==> src/rtl/regfile_wb_scheduler_if.sv <==
// rtl/regfile_wb_scheduler_if.sv - issue/write-back/register-file signal bundle for the write-back scheduler
interface regfile_wb_scheduler_if #(
  parameter int DATA_WIDTH = 32,
  parameter int ADDR_WIDTH = 5
);
  // Reservation from issue
  logic                    rsv_valid;
  logic [ADDR_WIDTH-1:0]   rsv_reg;
  logic                    rsv_ready;
  // Producer write-back requests (index 0 = ALU, 1 = load/mul-div)
  logic [1:0]              req_valid;
  logic [2*ADDR_WIDTH-1:0] req_reg;
  logic [2*DATA_WIDTH-1:0] req_data;
  logic [1:0]              req_ready;
  // Register file write port
  logic                    rf_we;
  logic [ADDR_WIDTH-1:0]   rf_waddr;
  logic [DATA_WIDTH-1:0]   rf_wdata;
  // Operand hazard check and status
  logic [ADDR_WIDTH-1:0]   chk_reg_a;
  logic [ADDR_WIDTH-1:0]   chk_reg_b;
  logic                    chk_busy_a;
  logic                    chk_busy_b;
  logic [ADDR_WIDTH:0]     pending_cnt;
  logic                    err_unrsv;

  modport master (
    output rsv_valid, rsv_reg, req_valid, req_reg, req_data, chk_reg_a, chk_reg_b,
    input  rsv_ready, req_ready, rf_we, rf_waddr, rf_wdata, chk_busy_a, chk_busy_b,
           pending_cnt, err_unrsv
  );

  modport slave (
    input  rsv_valid, rsv_reg, req_valid, req_reg, req_data, chk_reg_a, chk_reg_b,
    output rsv_ready, req_ready, rf_we, rf_waddr, rf_wdata, chk_busy_a, chk_busy_b,
           pending_cnt, err_unrsv
  );
endinterface

==> src/rtl/regfile_wb_scheduler.sv <==
// rtl/regfile_wb_scheduler.sv - round-robin write-back arbiter with per-register pending scoreboard
module regfile_wb_scheduler #(
  parameter int DATA_WIDTH = 32,
  parameter int ADDR_WIDTH = 5
) (
  input logic                   clk,
  input logic                   reset,
  regfile_wb_scheduler_if.slave bus
);

  localparam int NREG = 1 << ADDR_WIDTH;
  localparam logic [ADDR_WIDTH:0] CNT_ONE = {{ADDR_WIDTH{1'b0}}, 1'b1};

  logic [NREG-1:0]       pending;
  logic                  rrPtr;
  logic [1:0]            grant;
  logic                  gntIdx;
  logic                  accept;
  logic [ADDR_WIDTH-1:0] accReg;
  logic [DATA_WIDTH-1:0] accData;
  logic                  accWrites;
  logic                  rsvSet;
  logic                  wbClr;

  logic                  rfWe;
  logic [ADDR_WIDTH-1:0] rfWaddr;
  logic [DATA_WIDTH-1:0] rfWdata;
  logic [ADDR_WIDTH:0]   pendingCnt;
  logic                  errUnrsv;

  // Reservation is judged on the current pending state, so a register being cleared this
  // cycle still looks busy and the issue stage simply retries.
  assign bus.rsv_ready = bus.rsv_valid && ((bus.rsv_reg == '0) || !pending[bus.rsv_reg]);
  assign rsvSet        = bus.rsv_ready && (bus.rsv_reg != '0);

  // Round-robin grant: depends only on req_valid and the pointer, never on rf_* state.
  always_comb begin
    grant = 2'b00;
    case (bus.req_valid)
      2'b01:   grant = 2'b01;
      2'b10:   grant = 2'b10;
      2'b11:   grant = rrPtr ? 2'b10 : 2'b01;
      default: grant = 2'b00;
    endcase
  end

  assign bus.req_ready = grant;
  assign gntIdx        = grant[1];
  assign accept        = |grant;
  assign accReg        = gntIdx ? bus.req_reg[2*ADDR_WIDTH-1:ADDR_WIDTH]
                                : bus.req_reg[ADDR_WIDTH-1:0];
  assign accData       = gntIdx ? bus.req_data[2*DATA_WIDTH-1:DATA_WIDTH]
                                : bus.req_data[DATA_WIDTH-1:0];
  // Writes to register 0 are granted but never reach the register file.
  assign accWrites     = accept && (accReg != '0);

  // A clear can only coincide with a set of a different register: a pending register
  // refuses reservation, so the two never target the same bit.
  assign wbClr = rfWe && pending[rfWaddr];

  // Arbitration pointer: favour the other producer after every grant.
  always_ff @(posedge clk) begin
    if (reset) begin
      rrPtr <= 1'b0;
    end else if (accept) begin
      rrPtr <= ~gntIdx;
    end
  end

  // Registered write port; a single-cycle rf_we pulse per accepted nonzero write.
  always_ff @(posedge clk) begin
    if (reset) begin
      rfWe    <= 1'b0;
      rfWaddr <= '0;
      rfWdata <= '0;
    end else begin
      rfWe <= accWrites;
      if (accWrites) begin
        rfWaddr <= accReg;
        rfWdata <= accData;
      end
    end
  end

  // Pending scoreboard, its population count and the sticky unreserved-write flag.
  always_ff @(posedge clk) begin
    if (reset) begin
      pending    <= '0;
      pendingCnt <= '0;
      errUnrsv   <= 1'b0;
    end else begin
      if (wbClr) begin
        pending[rfWaddr] <= 1'b0;
      end
      if (rsvSet) begin
        pending[bus.rsv_reg] <= 1'b1;
      end
      case ({rsvSet, wbClr})
        2'b10:   pendingCnt <= pendingCnt + CNT_ONE;
        2'b01:   pendingCnt <= pendingCnt - CNT_ONE;
        default: pendingCnt <= pendingCnt;
      endcase
      if (accWrites && !pending[accReg]) begin
        errUnrsv <= 1'b1;
      end
    end
  end

  assign bus.rf_we       = rfWe;
  assign bus.rf_waddr    = rfWaddr;
  assign bus.rf_wdata    = rfWdata;
  assign bus.pending_cnt = pendingCnt;
  assign bus.err_unrsv   = errUnrsv;
  assign bus.chk_busy_a  = (bus.chk_reg_a != '0) && pending[bus.chk_reg_a];
  assign bus.chk_busy_b  = (bus.chk_reg_b != '0) && pending[bus.chk_reg_b];

endmodule

==> src/flat_wrapper.sv <==
// flat-port wrapper written by rule: the top's interface ports become plain ports
module regfile_wb_scheduler_flat 
#(
  parameter int DATA_WIDTH = 32,
  parameter int ADDR_WIDTH = 5
)
  (clk, reset, bus_rsv_valid, bus_rsv_reg, bus_req_valid, bus_req_reg, bus_req_data, bus_chk_reg_a, bus_chk_reg_b, bus_rsv_ready, bus_req_ready, bus_rf_we, bus_rf_waddr, bus_rf_wdata, bus_chk_busy_a, bus_chk_busy_b, bus_pending_cnt, bus_err_unrsv);
  regfile_wb_scheduler_if #(.DATA_WIDTH(DATA_WIDTH), .ADDR_WIDTH(ADDR_WIDTH)) bus_i ();
  input logic clk;
  input logic reset;
  input wire logic [$bits(bus_i.rsv_valid)-1:0] bus_rsv_valid;
  input wire logic [$bits(bus_i.rsv_reg)-1:0] bus_rsv_reg;
  input wire logic [$bits(bus_i.req_valid)-1:0] bus_req_valid;
  input wire logic [$bits(bus_i.req_reg)-1:0] bus_req_reg;
  input wire logic [$bits(bus_i.req_data)-1:0] bus_req_data;
  input wire logic [$bits(bus_i.chk_reg_a)-1:0] bus_chk_reg_a;
  input wire logic [$bits(bus_i.chk_reg_b)-1:0] bus_chk_reg_b;
  output wire logic [$bits(bus_i.rsv_ready)-1:0] bus_rsv_ready;
  output wire logic [$bits(bus_i.req_ready)-1:0] bus_req_ready;
  output wire logic [$bits(bus_i.rf_we)-1:0] bus_rf_we;
  output wire logic [$bits(bus_i.rf_waddr)-1:0] bus_rf_waddr;
  output wire logic [$bits(bus_i.rf_wdata)-1:0] bus_rf_wdata;
  output wire logic [$bits(bus_i.chk_busy_a)-1:0] bus_chk_busy_a;
  output wire logic [$bits(bus_i.chk_busy_b)-1:0] bus_chk_busy_b;
  output wire logic [$bits(bus_i.pending_cnt)-1:0] bus_pending_cnt;
  output wire logic [$bits(bus_i.err_unrsv)-1:0] bus_err_unrsv;
  assign bus_i.rsv_valid = bus_rsv_valid;
  assign bus_i.rsv_reg = bus_rsv_reg;
  assign bus_i.req_valid = bus_req_valid;
  assign bus_i.req_reg = bus_req_reg;
  assign bus_i.req_data = bus_req_data;
  assign bus_i.chk_reg_a = bus_chk_reg_a;
  assign bus_i.chk_reg_b = bus_chk_reg_b;
  assign bus_rsv_ready = bus_i.rsv_ready;
  assign bus_req_ready = bus_i.req_ready;
  assign bus_rf_we = bus_i.rf_we;
  assign bus_rf_waddr = bus_i.rf_waddr;
  assign bus_rf_wdata = bus_i.rf_wdata;
  assign bus_chk_busy_a = bus_i.chk_busy_a;
  assign bus_chk_busy_b = bus_i.chk_busy_b;
  assign bus_pending_cnt = bus_i.pending_cnt;
  assign bus_err_unrsv = bus_i.err_unrsv;
  regfile_wb_scheduler #(.DATA_WIDTH(DATA_WIDTH), .ADDR_WIDTH(ADDR_WIDTH)) u_core (.clk(clk), .reset(reset), .bus(bus_i));
endmodule
==> config.mk <==
export PLATFORM = sky130hd
export DESIGN_NAME = regfile_wb_scheduler_flat
export DESIGN_NICKNAME = d
export VERILOG_FILES = /design/src/rtl/regfile_wb_scheduler_if.sv /design/src/rtl/regfile_wb_scheduler.sv /design/src/flat_wrapper.sv
export SDC_FILE = /design/constraint.sdc
export NUM_CORES = 1
export LEC_CHECK = 0
export BUFFER_PORTS_ARGS = -buffer_cell sky130_fd_sc_hd__buf_2
export CORE_UTILIZATION = 50
export DETAILED_ROUTE_END_ITERATION = 12
export PLACE_DENSITY = 0.81
export RECOVER_POWER = 100
export SLEW_MARGIN = 30
export SYNTH_ARGS = -nofsm -noshare
export SYNTH_HDL_FRONTEND = slang
export SYNTH_SLANG_ARGS = --single-unit
==> constraint.sdc <==
create_clock -name clk -period 11.27 [get_ports clk]
set_clock_uncertainty 0.2 [all_clocks]
set_input_delay 0.5635 -clock clk [delete_from_list [all_inputs] [get_ports clk]]
set_output_delay 0.5635 -clock clk [all_outputs]
set_load 0.05 [all_outputs]
Yosys cells after proc, flatten, opt, wreduce, memory -nomap -nowiden
Index checks and enable logic that the tools add are counted.

Flip-flop bits (word level): 78. Input bits: 94. Output and inout bits: 50. Word-level logic and storage cells: 66.

Add/subtract/negate cells: 2. $lt $le $gt $ge: 7. Equality and inequality tests: 5. Multiplexer cells: 22. Bitwise logic cells: 4. Reductions and logical operators: 19.

Operator list (count): $mux W32 (4); $and A32 B32 Y32 (1); $not A32 Y32 (1); $or A32 B32 Y32 (1); $lt A5 B6 Y1 const B (5); $bmux W1 S5 (5); $reduce_bool A5 Y1 (4); $pmux W6 S2 (1); $demux W1 S5 (2); $ge A5 B1 Y1 const B (2); $logic_and A1 B1 Y1 (9); $mux W1 (7); $add A6 B1 Y6 const B (1); $eq A2 B2 Y1 const B (3); $pmux W2 S3 (1); $sub A6 B1 Y6 const B (1); $logic_not A5 Y1 (1); $mux W5 (1); $eq A2 B1 Y1 const B (2); $logic_not A1 Y1 (2); $mux W2 (1); $reduce_bool A2 Y1 (1); $reduce_or A2 Y1 (1); $logic_or A1 B1 Y1 (1); $not A1 Y1 (1).

Depth between registers and ports, before layout
Gate-level depths: netlist of the first run.

Depth after elaboration: 10. Gate-level depth with buffers: 19. Mapped depth without buffers: 15.

Worst setup path before layout of the first run
No wires, ideal clock.

Path kind: reg-to-reg. Start: register u_core.rfWaddr[0] (netlist: u_core.bus.rf_waddr[0]). End: register u_core.pendingCnt[4] (netlist: u_core.bus.pending_cnt[4]). Setup time: 0.128 ns. Arrival: 3.695 ns. Data required time: 10.942 ns. Setup slack: 7.247 ns. Cell stages (with the launch flop): 18. Buffers on the path: 2. Period minus slack after synthesis: 4.023 ns. Cells stage by stage: dfxtp_1 > buf_2 > mux4_2 > nor2b_1 > a31oi_1 > nand4_1 > nand2_1 > inv_1 > ha_1 > clkbuf_1 > xor2_1 > ha_1 > a21oi_1 > o22ai_1 > a222oi_1 > nor2_1 > xnor2_1 > nor2_1.

Longest elaborated chain between the ends: 5. Elaborated cells between the ends (all ways): 7. Those cells by class: eq/ne (2); mux (3); reduce/logical (2).

RTL lines: start: declaration (RTL line regfile_wb_scheduler.sv:26) `logic [ADDR_WIDTH-1:0] rfWaddr;`; start signal: assignment (RTL line regfile_wb_scheduler.sv:79) `rfWaddr <= accReg;`; $bmux W1 S5 (*) (RTL line regfile_wb_scheduler.sv:59) `assign wbClr = rfWe && pending[rfWaddr];`; $mux W1 (not written as such) (*) (RTL line regfile_wb_scheduler.sv:59); $logic_and A1 B1 Y1 (*) (RTL line regfile_wb_scheduler.sv:59); $eq A2 B1 Y1 / $eq A2 B2 Y1 (equally long branches) (RTL line regfile_wb_scheduler.sv:98) `case ({rsvSet, wbClr})`; $pmux W6 S2 / $reduce_bool A2 Y1 (equally long branches); end signal: assignment (RTL line regfile_wb_scheduler.sv:99) `2'b10: pendingCnt <= pendingCnt + CNT_ONE;`; end signal: assignment (RTL line regfile_wb_scheduler.sv:100) `2'b01: pendingCnt <= pendingCnt - CNT_ONE;`; end signal: assignment (RTL line regfile_wb_scheduler.sv:101) `default: pendingCnt <= pendingCnt;`; end: declaration (RTL line regfile_wb_scheduler.sv:28) `logic [ADDR_WIDTH:0] pendingCnt;`.

Mark *: on every way between the ends. The rest lies on a longest branch, timed or not. The select of a mux whose other input is x is not followed. A chain may end at the register's enable or synchronous reset.

Worst setup path after layout of the first run
Start: register u_core.rrPtr. End: register u_core.errUnrsv (netlist: u_core.bus.err_unrsv).

Longest elaborated chain between the ends: 7. Elaborated cells between the ends (all ways): 10. Those cells by class: mux (5); reduce/logical (5).

RTL lines: start: declaration (RTL line regfile_wb_scheduler.sv:15) `logic rrPtr;`; start signal: assignment (RTL line regfile_wb_scheduler.sv:66) `rrPtr <= ~gntIdx;`; $mux W2 (*) (RTL line regfile_wb_scheduler.sv:42) `2'b11: grant = rrPtr ? 2'b10 : 2'b01;`; $pmux W2 S3 (*) (RTL line regfile_wb_scheduler.sv:39) `case (bus.req_valid)`; $mux W5 (RTL line regfile_wb_scheduler.sv:50) `assign accReg = gntIdx ? bus.req_reg[2*ADDR_WIDTH-1:ADDR_WIDTH]`; $bmux W1 S5 (RTL line regfile_wb_scheduler.sv:103) `if (accWrites && !pending[accReg]) begin`; $mux W1 (not written as such) (RTL line regfile_wb_scheduler.sv:103); $logic_not A1 Y1 (RTL line regfile_wb_scheduler.sv:103); $logic_and A1 B1 Y1 (*) (RTL line regfile_wb_scheduler.sv:103); end signal: assignment (RTL line regfile_wb_scheduler.sv:90) `errUnrsv <= 1'b0;`; end signal: assignment (RTL line regfile_wb_scheduler.sv:104) `errUnrsv <= 1'b1;`; end: declaration (RTL line regfile_wb_scheduler.sv:29) `logic errUnrsv;`.

Marks and branches as above.

==> reports/results.ini, run 1 <==
[outcome]
status=finished, violations left
violations=capacitance limit, slew limit

[routing]
wl_per_cell_um=18.84
met2_length_mm=7.271
wl_mm=15.20
vias=5122
dr.pass1.iters=6
drc=0
top_layer=met4
wl_met1_mm=5.953
viasPerCell=6.347
ant_nets=0
met3_length_mm=1.504
drt_iter0_markers=491

[yosys]
syn-num-nets=652
ys_seq_elements=78
synth_area_mm2=0.005057
syn_inst=555
seq_area_frac_synth_pct=30.88
synthesis.area_per_instance_um2=9.112
yosysUniqueCellTypes=62
synth_flop_cell=dfxtp_1
ys_warn_count=0
synth_edf_count=0
synthArstFlopShare_pct=0

[floorplan]
core-area_mm2=0.009774
dieArea_mm2=0.01052
io_pins=144
start_util_pct=51.74
dieWidth_um=102.6
die_h_um=102.6
placementRows=36

[setup_path]
cp-end-kind=flip-flop
cp_top_family=buffers and inverters
start_kind=flip-flop
cp_data_arrival_time_ns=6.85
required_ns=11.33
critPathKind=flip-flop to flip-flop
path_buf_inv=2
crit_chain=o21ai_4, clkbuf_1, clkinvlp_2, mux2i_1, mux4_2, o21ai_0, o311ai_1, o32ai_1
critPathMaxStageDelay_ns=2.18
slowest_stage=clkinvlp_2
critical_path_peak_fanout=46

[layout]
layout-drive-gt1-share_pct=24.63
fin_nets=766
nFillCells=891
syn2layout_area_growth_pct=15.91
fin_util_pct=59.97
insertedDiodeCount=0

[sta]
setup_viol=0
clock.fmax_mhz=147.4
finalCriticalPeriod_ns=6.785
drv_slew=146
fin_setup_tns_ns=0
tightest_slew_ns=2.281
relSlewSlack_pct=-52.04
rsz0062_at_grt=no
hold_violations=0
layout_setup_ws_ns=4.485
fin_crit_sh_pct=60.21

[clocking]
cts_setup_buffers=0
clkSlewWorstSetupHoldPaths_ns=0.09
holdBufCountCts=0
cts_resized=0
cts_tree=yes
htreeDepth=3
clk_latency_ns=0.37
cts_buffers=9
clk_path_buf_depth=2
cts.sinks=78
root_buffer=clkbuf_8

[pwr]
total_power_mw=0.6767
power.density_mw_per_mm2=115.4
worst_ir_drop_vdd_uv=85.40
p_leak_nw=2.246

[placement]
port_buffers=143
dp_hpwl_mm=10.68
place.gp.congestion=0.9135
pre_cts_ws_ns=6.806

[worst_hold_path]
min_path_type=input port to flip-flop

[flow_run]
cap_violations=3

[global_route]
grt_remaining_overflow=0
grt_start_max_net_pins=72
grt_pass1_wl_mm=23.07
track_usage_pct=28.58
first_global_vias=4617
antenna_found_initial=0

[flip-flops by register name, summed over array words and instances, names as in the netlist]
name,flops
u_core.bus.err_unrsv,1
u_core.bus.rf_we,1
u_core.pending,32
u_core.bus.pending_cnt,6
u_core.bus.rf_wdata,32
u_core.rrPtr,1
u_core.bus.rf_waddr,5
[final timing paths]
kind | startpoint | to | slack (ns) | cells after the start
worst max-delay path | u_core.rrPtr$_SDFFE_PP0P_ | u_core.bus.err_unrsv$_SDFFE_PP0P_ | 4.48 | 8
worst min-delay path | bus_req_data[49] | u_core.bus.rf_wdata[17]$_SDFFE_PP0P_ | 0.24 | 3
worst max register to register | u_core.rrPtr$_SDFFE_PP0P_ | u_core.bus.err_unrsv$_SDFFE_PP0P_ | 4.48 | 8
worst min register to register | u_core.bus.rf_wdata[25]$_SDFFE_PP0P_ | u_core.bus.rf_wdata[25]$_SDFFE_PP0P_ | 0.30 | 2
[per-stage QoR]
stage / instances / instance area [µm²] / hold WS [ns]
final: 807 / 5862 / 0.2438
after global routing: 807 / 5862 / 0.2400
after CTS: 807 / 5966 / 0.2356
after detailed placement: 791 / 5782 / 0.2879
after global placement: 791 / 5782 / 0.2812
after floorplan: 555 / 5057 / 0.2702
[cells in the final DEF, fill, tap and decap left out, types with 3 or more instances in the layout]
cell / instances
buf_2: 94
nand2_1: 93
dfxtp_1: 78
nor2_1: 58
clkbuf_1: 51
mux4_2: 39
o21ai_0: 37
a311oi_1: 32
o211ai_1: 21
mux2i_1: 17
nor2b_1: 14
a21oi_1: 13
clkbuf_8: 10
inv_1: 7
a211oi_1: 7
o311ai_0: 7
nor3_1: 6
nand3_1: 6
or3_1: 6
mux2_2: 6
nand4_1: 5
nand2b_1: 4
xnor2_1: 4
a22oi_1: 3
xor2_1: 3
nand3b_1: 3
o32ai_1: 3
ha_1: 3
[synth_stat cells (4+ instances only)]
cell      instances  share of area (%)
a211oi_1          7                1.0
a21oi_1          13                1.3
a311oi_1         32                5.5
buf_2             7               0.69
clkbuf_1         31                2.3
dfxtp_1          78                 31
inv_1             7               0.52
mux2_2            6                1.3
mux2i_1          16                3.2
mux4_2           39                 17
nand2_1          93                6.9
nand2b_1          4               0.49
nand3_1           6               0.59
nand4_1           5               0.62
nor2_1           58                4.3
nor2b_1          13                1.6
nor3_1            5               0.49
o211ai_1         21                3.1
o21ai_0          29                2.9
o21ai_1           8               0.79
o311ai_0          7                1.2
or3_1             6               0.74
xnor2_1           4               0.69
[final cells by class]
| class | instances | area, µm² | area share, % |
|---|---|---|---|
| Timing Repair Buffer | 146 | 669.4 | 11.42 |
| Clock inverter | 6 | 46.29 | 0.7898 |
| Tap cell | 133 | 166.4 | 2.839 |
| Inverter | 9 | 35.03 | 0.5977 |
| Multi-Input combinational cell | 425 | 3246 | 55.37 |
| Sequential cell | 78 | 1562 | 26.64 |
| Clock buffer | 10 | 137.6 | 2.348 |
[cell families (layout without fill, tap and decap cells)]
group,after synthesis,in the layout,share of synthesized area (%)
DFF,78,78,30.88
adders and majority gates,3,3,0.7423
muxes,65,65,23.18
buffers and inverters,52,171,4.453
xor gates and xnor gates,7,7,1.212
and+or+nand+nor,207,207,19.12
AOI/OAI and AO/OA,143,143,20.41
[per-layer routing]
layer  GRT usage (%)  vias to the layer above
met5               0                        -
met4           15.16                        0
met3           6.373                       51
met2           43.85                      302
met1           37.73                     2433
li1                -                     2336
[worst reg2reg max path, stage by stage, from the launching register on]
cell and delay [ns]:
dfxtp_1 0.37, o21ai_4 0.14, clkbuf_1 1.53, clkinvlp_2 2.19, mux2i_1 1.14, mux4_2 0.61
o21ai_0 0.10, o311ai_1 0.12, o32ai_1 0.27
[power by group]
group / switching [mW] / leakage [nW] / internal (mW)
Combinational: 0.118 / 1.52 / 0.0522
Clock: 0.111 / 0.0889 / 0.0870
Sequential: 0.0167 / 0.640 / 0.291
Total: 0.247 / 2.25 / 0.430
(Power assumes the default switching activity.)
==> run 2: changes to the inputs <==
==> constraint.sdc (replaced) <==
create_clock -name clk -period 6.91 [get_ports clk]
set_clock_uncertainty 0.2 [all_clocks]
set_input_delay 0.3455 -clock clk [delete_from_list [all_inputs] [get_ports clk]]
set_output_delay 0.3455 -clock clk [all_outputs]
set_load 0.05 [all_outputs]
==> run 2 against run 1 <==
  * The run still ends with capacitance limit, slew limit left
  * Power is 70% higher
  * Wire length is 0.70% higher
  * First-iteration DRC count is 16% lower
  * Critical path depth stayed put
  * Largest power group unchanged
  * Highest routed layer unchanged
==> reports/results.ini, run 2 (same netlist as run 1, synthesis figures left out) <==
[routing]
viasPerCell=6.442
wl_per_cell_um=18.99
drt_iter0_markers=414
wl_mm=15.31
dr.pass1.iters=7
drc=0
vias=5192
ant_nets=0

[global_route]
track_usage_pct=28.81
grtUsageMet2_pct=44.97
antenna_found_initial=0
first_global_vias=4726
grtUsageMet1_pct=36.61
grt_start_max_net_pins=72
grt_remaining_overflow=0
grt_util_met3_pct=7.797
grt.busiest_layer=met2
grt_pass1_wl_mm=23.39

[placement]
dp_hpwl_mm=10.68
post_dp_cell_area_mm2=0.005782
port_buffers=143
pre_cts_ws_ns=2.657
place_inst=791
place.gp.congestion=0.9169

[worst_hold_path]
min_path_type=input port to flip-flop

[setup_path]
cp_data_arrival_time_ns=4.99
critical_path_peak_fanout=46
cp-end-kind=flip-flop
required_ns=6.96
start_kind=flip-flop
critPathKind=flip-flop to flip-flop

[clocking]
cts_resized=0
clk_path_buf_depth=2
cts.sinks=78
htreeDepth=3
cts_setup_buffers=0
clk_latency_ns=0.36
cts_tree=yes
cts_buffers=9
clkSlewWorstSetupHoldPaths_ns=0.08
root_buffer=clkbuf_8
holdBufCountCts=0

[layout]
layout-drive-gt1-share_pct=24.07
fin_nets=766
layout_commonest_cell=buf_2
fin_util_pct=60.19
mostFrequentLayoutCells=buf_2 (94), nand2_1 (93), dfxtp_1 (78), nor2_1 (58), clkbuf_1 (54)
final_cells=806
design_area_mm2=0.005883
syn2layout_area_growth_pct=16.33
insertedDiodeCount=0

[sta]
fin_setup_tns_ns=0
tightest_slew_ns=2.314
holdWs_ns=0.03986
fin_crit_sh_pct=71.49
clock.fmax_mhz=202.4
finalCriticalPeriod_ns=4.940
drv_slew=100
hold_violations=0
layout_setup_ws_ns=1.970
setup_viol=0
relSlewSlack_pct=-54.24
rsz0062_at_grt=no

[outcome]
violations=capacitance limit, slew limit
status=finished, violations left

[flow_run]
cap_violations=2

[floorplan]
die_h_um=102.6
core-area_mm2=0.009774
placementRows=36
dieArea_mm2=0.01052
start_util_pct=51.74
dieWidth_um=102.6
io_pins=144

[pwr]
total_power_mw=1.152
p_leak_nw=2.260
worst_ir_drop_vdd_uv=150.4
power.density_mw_per_mm2=195.8

[run 2: cell type report]
| class | instances | area (µm²) |
|---|---|---|
| Tap cell | 133 | 166.4 |
| Timing Repair Buffer | 146 | 669.4 |
| Clock buffer | 12 | 135.1 |
| Sequential cell | 78 | 1562 |
| Clock inverter | 3 | 68.82 |
| Inverter | 9 | 36.28 |
| Fill cell | 865 | 3891 |
| Multi-Input combinational cell | 425 | 3246 |
[run 2: report_power, final]
part / total [mW] / internal (mW) / switching [mW]
Clock: 0.372 / 0.204 / 0.169
Combinational: 0.278 / 0.0845 / 0.194
Sequential: 0.501 / 0.474 / 0.0270
Total: 1.15 / 0.763 / 0.390
[run 2: per-layer routing]
metal / part of all wire [%] / up-vias
li1: - / 2327
met1: 38 / 2471
met2: 48 / 315
met3: 9.9 / 79
met4: 4.1 / 0
met5: 0 / -
[run 2: worst paths after layout]
check	start	cells after the start	endpoint	slack, ns
max	u_core.rrPtr$_SDFFE_PP0P_	8	u_core.bus.err_unrsv$_SDFFE_PP0P_	1.97
max reg2reg	u_core.rrPtr$_SDFFE_PP0P_	8	u_core.bus.err_unrsv$_SDFFE_PP0P_	1.97
min reg2reg	u_core.bus.rf_wdata[7]$_SDFFE_PP0P_	2	u_core.bus.rf_wdata[7]$_SDFFE_PP0P_	0.30
min	bus_req_data[53]	3	u_core.bus.rf_wdata[21]$_SDFFE_PP0P_	0.04
[run 2: worst max-delay path, cell delays in order, from the launching register on]
cell      delay (ns)
dfxtp_1         0.36
o21ai_4         0.14
clkbuf_1        1.55
inv_4           0.63
mux2i_1         0.80
mux4_2          0.62
o21ai_0         0.10
o311ai_1        0.12
o32ai_1         0.26
==> run 3: changes to the inputs <==
==> constraint.sdc (replaced) <==
create_clock -name clk -period 5.2 [get_ports clk]
set_clock_uncertainty 0.2 [all_clocks]
set_input_delay 0.26 -clock clk [delete_from_list [all_inputs] [get_ports clk]]
set_output_delay 0.26 -clock clk [all_outputs]
set_load 0.05 [all_outputs]
==> run 3 against run 2 <==
  * The flow now finishes without violations
  * Critical endpoint is now u_core.bus.rf_wdata[1]$_SDFFE_PP0P_
  * Largest power group unchanged
  * Worst setup slack got worse by 1.2 ns
  * Power is 31% higher
  * Global-route usage rose by 3.3 points
==> reports/results.ini, run 3 (same netlist as run 1, synthesis figures left out) <==
[placement]
dp_hpwl_mm=10.95
place.gp.congestion=0.9229
port_buffers=143
place_inst=791
pre_cts_ws_ns=1.008

[sta]
tightest_slew_ns=0.8888
drv_slew=0
fin_setup_tns_ns=0
rsz0062_at_grt=no
layout_setup_ws_ns=0.7253
clock.fmax_mhz=223.5
hold_violations=0
fin_crit_sh_pct=86.05
setup_viol=0
finalCriticalPeriod_ns=4.475
relSlewSlack_pct=40.68

[pwr]
total_power_mw=1.504
worst_ir_drop_vdd_uv=135.4
p_leak_nw=2.589
power.density_mw_per_mm2=229.6

[layout]
final_cells=873
fin_nets=833
multi_input_area_mm2=0.003261
nFillCells=733
layout-drive-gt1-share_pct=22.97
insertedDiodeCount=0
final-seq-area_mm2=0.001562
mostFrequentLayoutCells=nand2_1 (93), buf_2 (93), dfxtp_1 (78), dlygate4sd3_1 (66), nor2_1 (58)
syn2layout_area_growth_pct=29.52

[floorplan]
dieWidth_um=102.6
io_pins=144
placementRows=36
start_util_pct=51.74
die_h_um=102.6
dieArea_mm2=0.01052
core-area_mm2=0.009774

[routing]
dr.pass1.iters=5
wl_per_cell_um=19.52
viasPerCell=6.426
ant_nets=0
drt_iter0_markers=409
vias=5610
drc=0
wl_mm=17.04

[clocking]
cts.sinks=78
root_buffer=clkbuf_8
cts_buffers=9
cts_setup_buffers=0
htreeDepth=3
clkSlewWorstSetupHoldPaths_ns=0.09
clk_latency_ns=0.37
cts_tree=yes
clk_path_buf_depth=2
cts_resized=0

[outcome]
status=completed

[setup_path]
crit_path_start=bus_req_valid[1]
critical_path_peak_fanout=45
cp_data_arrival_time_ns=4.59
required_ns=5.31
rrSetupSlack_ns=0.92
start_kind=input port
critPathKind=input port to flip-flop
r2r_start=u_core.rrPtr$_SDFFE_PP0P_
cp-end-kind=flip-flop

[global_route]
grt_remaining_overflow=0
first_global_vias=5398
grt_pass1_wl_mm=26.07
antenna_found_initial=0
track_usage_pct=32.13
grt_start_max_net_pins=53

[flow_run]
cap_violations=0

[worst_hold_path]
min_path_type=input port to flip-flop
hold_path_startpoint=bus_rsv_valid

run 3: cell types whose count changed in the layout (fill, tap and decap cells not counted), sizes merged:
cell / previous run / this run
clkbuf: 63 / 60
dlygate4sd3: 0 / 66
bufinv: 2 / 0
clkinv: 0 / 5
inv: 10 / 9
buf: 95 / 96
clkinvlp: 0 / 1
run 3: cell type report:
cell class              count  share of cell area [%]
flip-flops and latches     78                   23.84
clock buffers               9                   1.891
multi-input cells         425                   49.78
well taps                 133                   2.541
clock inverters             6                  0.6113
repair buffers            213                   20.78
inverters                   9                  0.5540
run 3: final timing paths:
path / endpoint / depth (start not counted)
max: u_core.bus.rf_wdata[1]$_SDFFE_PP0P_ / 11
min: u_core.pending[4]$_SDFF_PP0_ / 4
max reg2reg: u_core.bus.rf_wdata[1]$_SDFFE_PP0P_ / 9
min reg2reg: u_core.bus.pending_cnt[5]$_SDFFE_PP0P_ / 2
run 3: per-stage QoR:
step / hold WS [ns] / area, µm² / util [%]
2_1_floorplan: 0.1590 / 5057 / -
3_3_place_gp: 0.2818 / 5782 / 59.15
3_5_place_dp: 0.2879 / 5782 / 59.15
4_1_cts: 0.03437 / 6606 / 67.59
5_1_grt: 0.08851 / 6550 / 67.01
6_report: 0.06372 / 6550 / 67.01
run 3: timing repair:
action	4_1_cts	5_1_grt
endpoints found under the hold margin	33	0
endpoints found under the setup margin	0	0
hold buffers	66	0
run 3: critical path, cell delays in order:
cell and delay, ns:
dlygate4sd3_1 0.52, clkbuf_1 0.25, o21ai_4 0.21, inv_4 0.43
mux2_1 0.46, nor3_1 0.42, a31oi_4 0.36, buf_16 0.27
clkbuf_2 0.37, a311oi_1 0.41, dlygate4sd3_1 0.61
run 3: report_power, final:
part / internal, mW / switching, mW
registers: 0.630 / 0.0387
logic: 0.158 / 0.276
clock network: 0.169 / 0.231
run 3: metal layers:
metal	wire [µm]	vias to the layer above	GRT usage, %	part of all wire (%)
met5	0	-	0	0
met1	6237	2649	39.13	37
li1	-	2476	-	-
met4	826	0	18.46	4.8
met2	8276	390	51.59	49
met3	1696	95	8.407	10
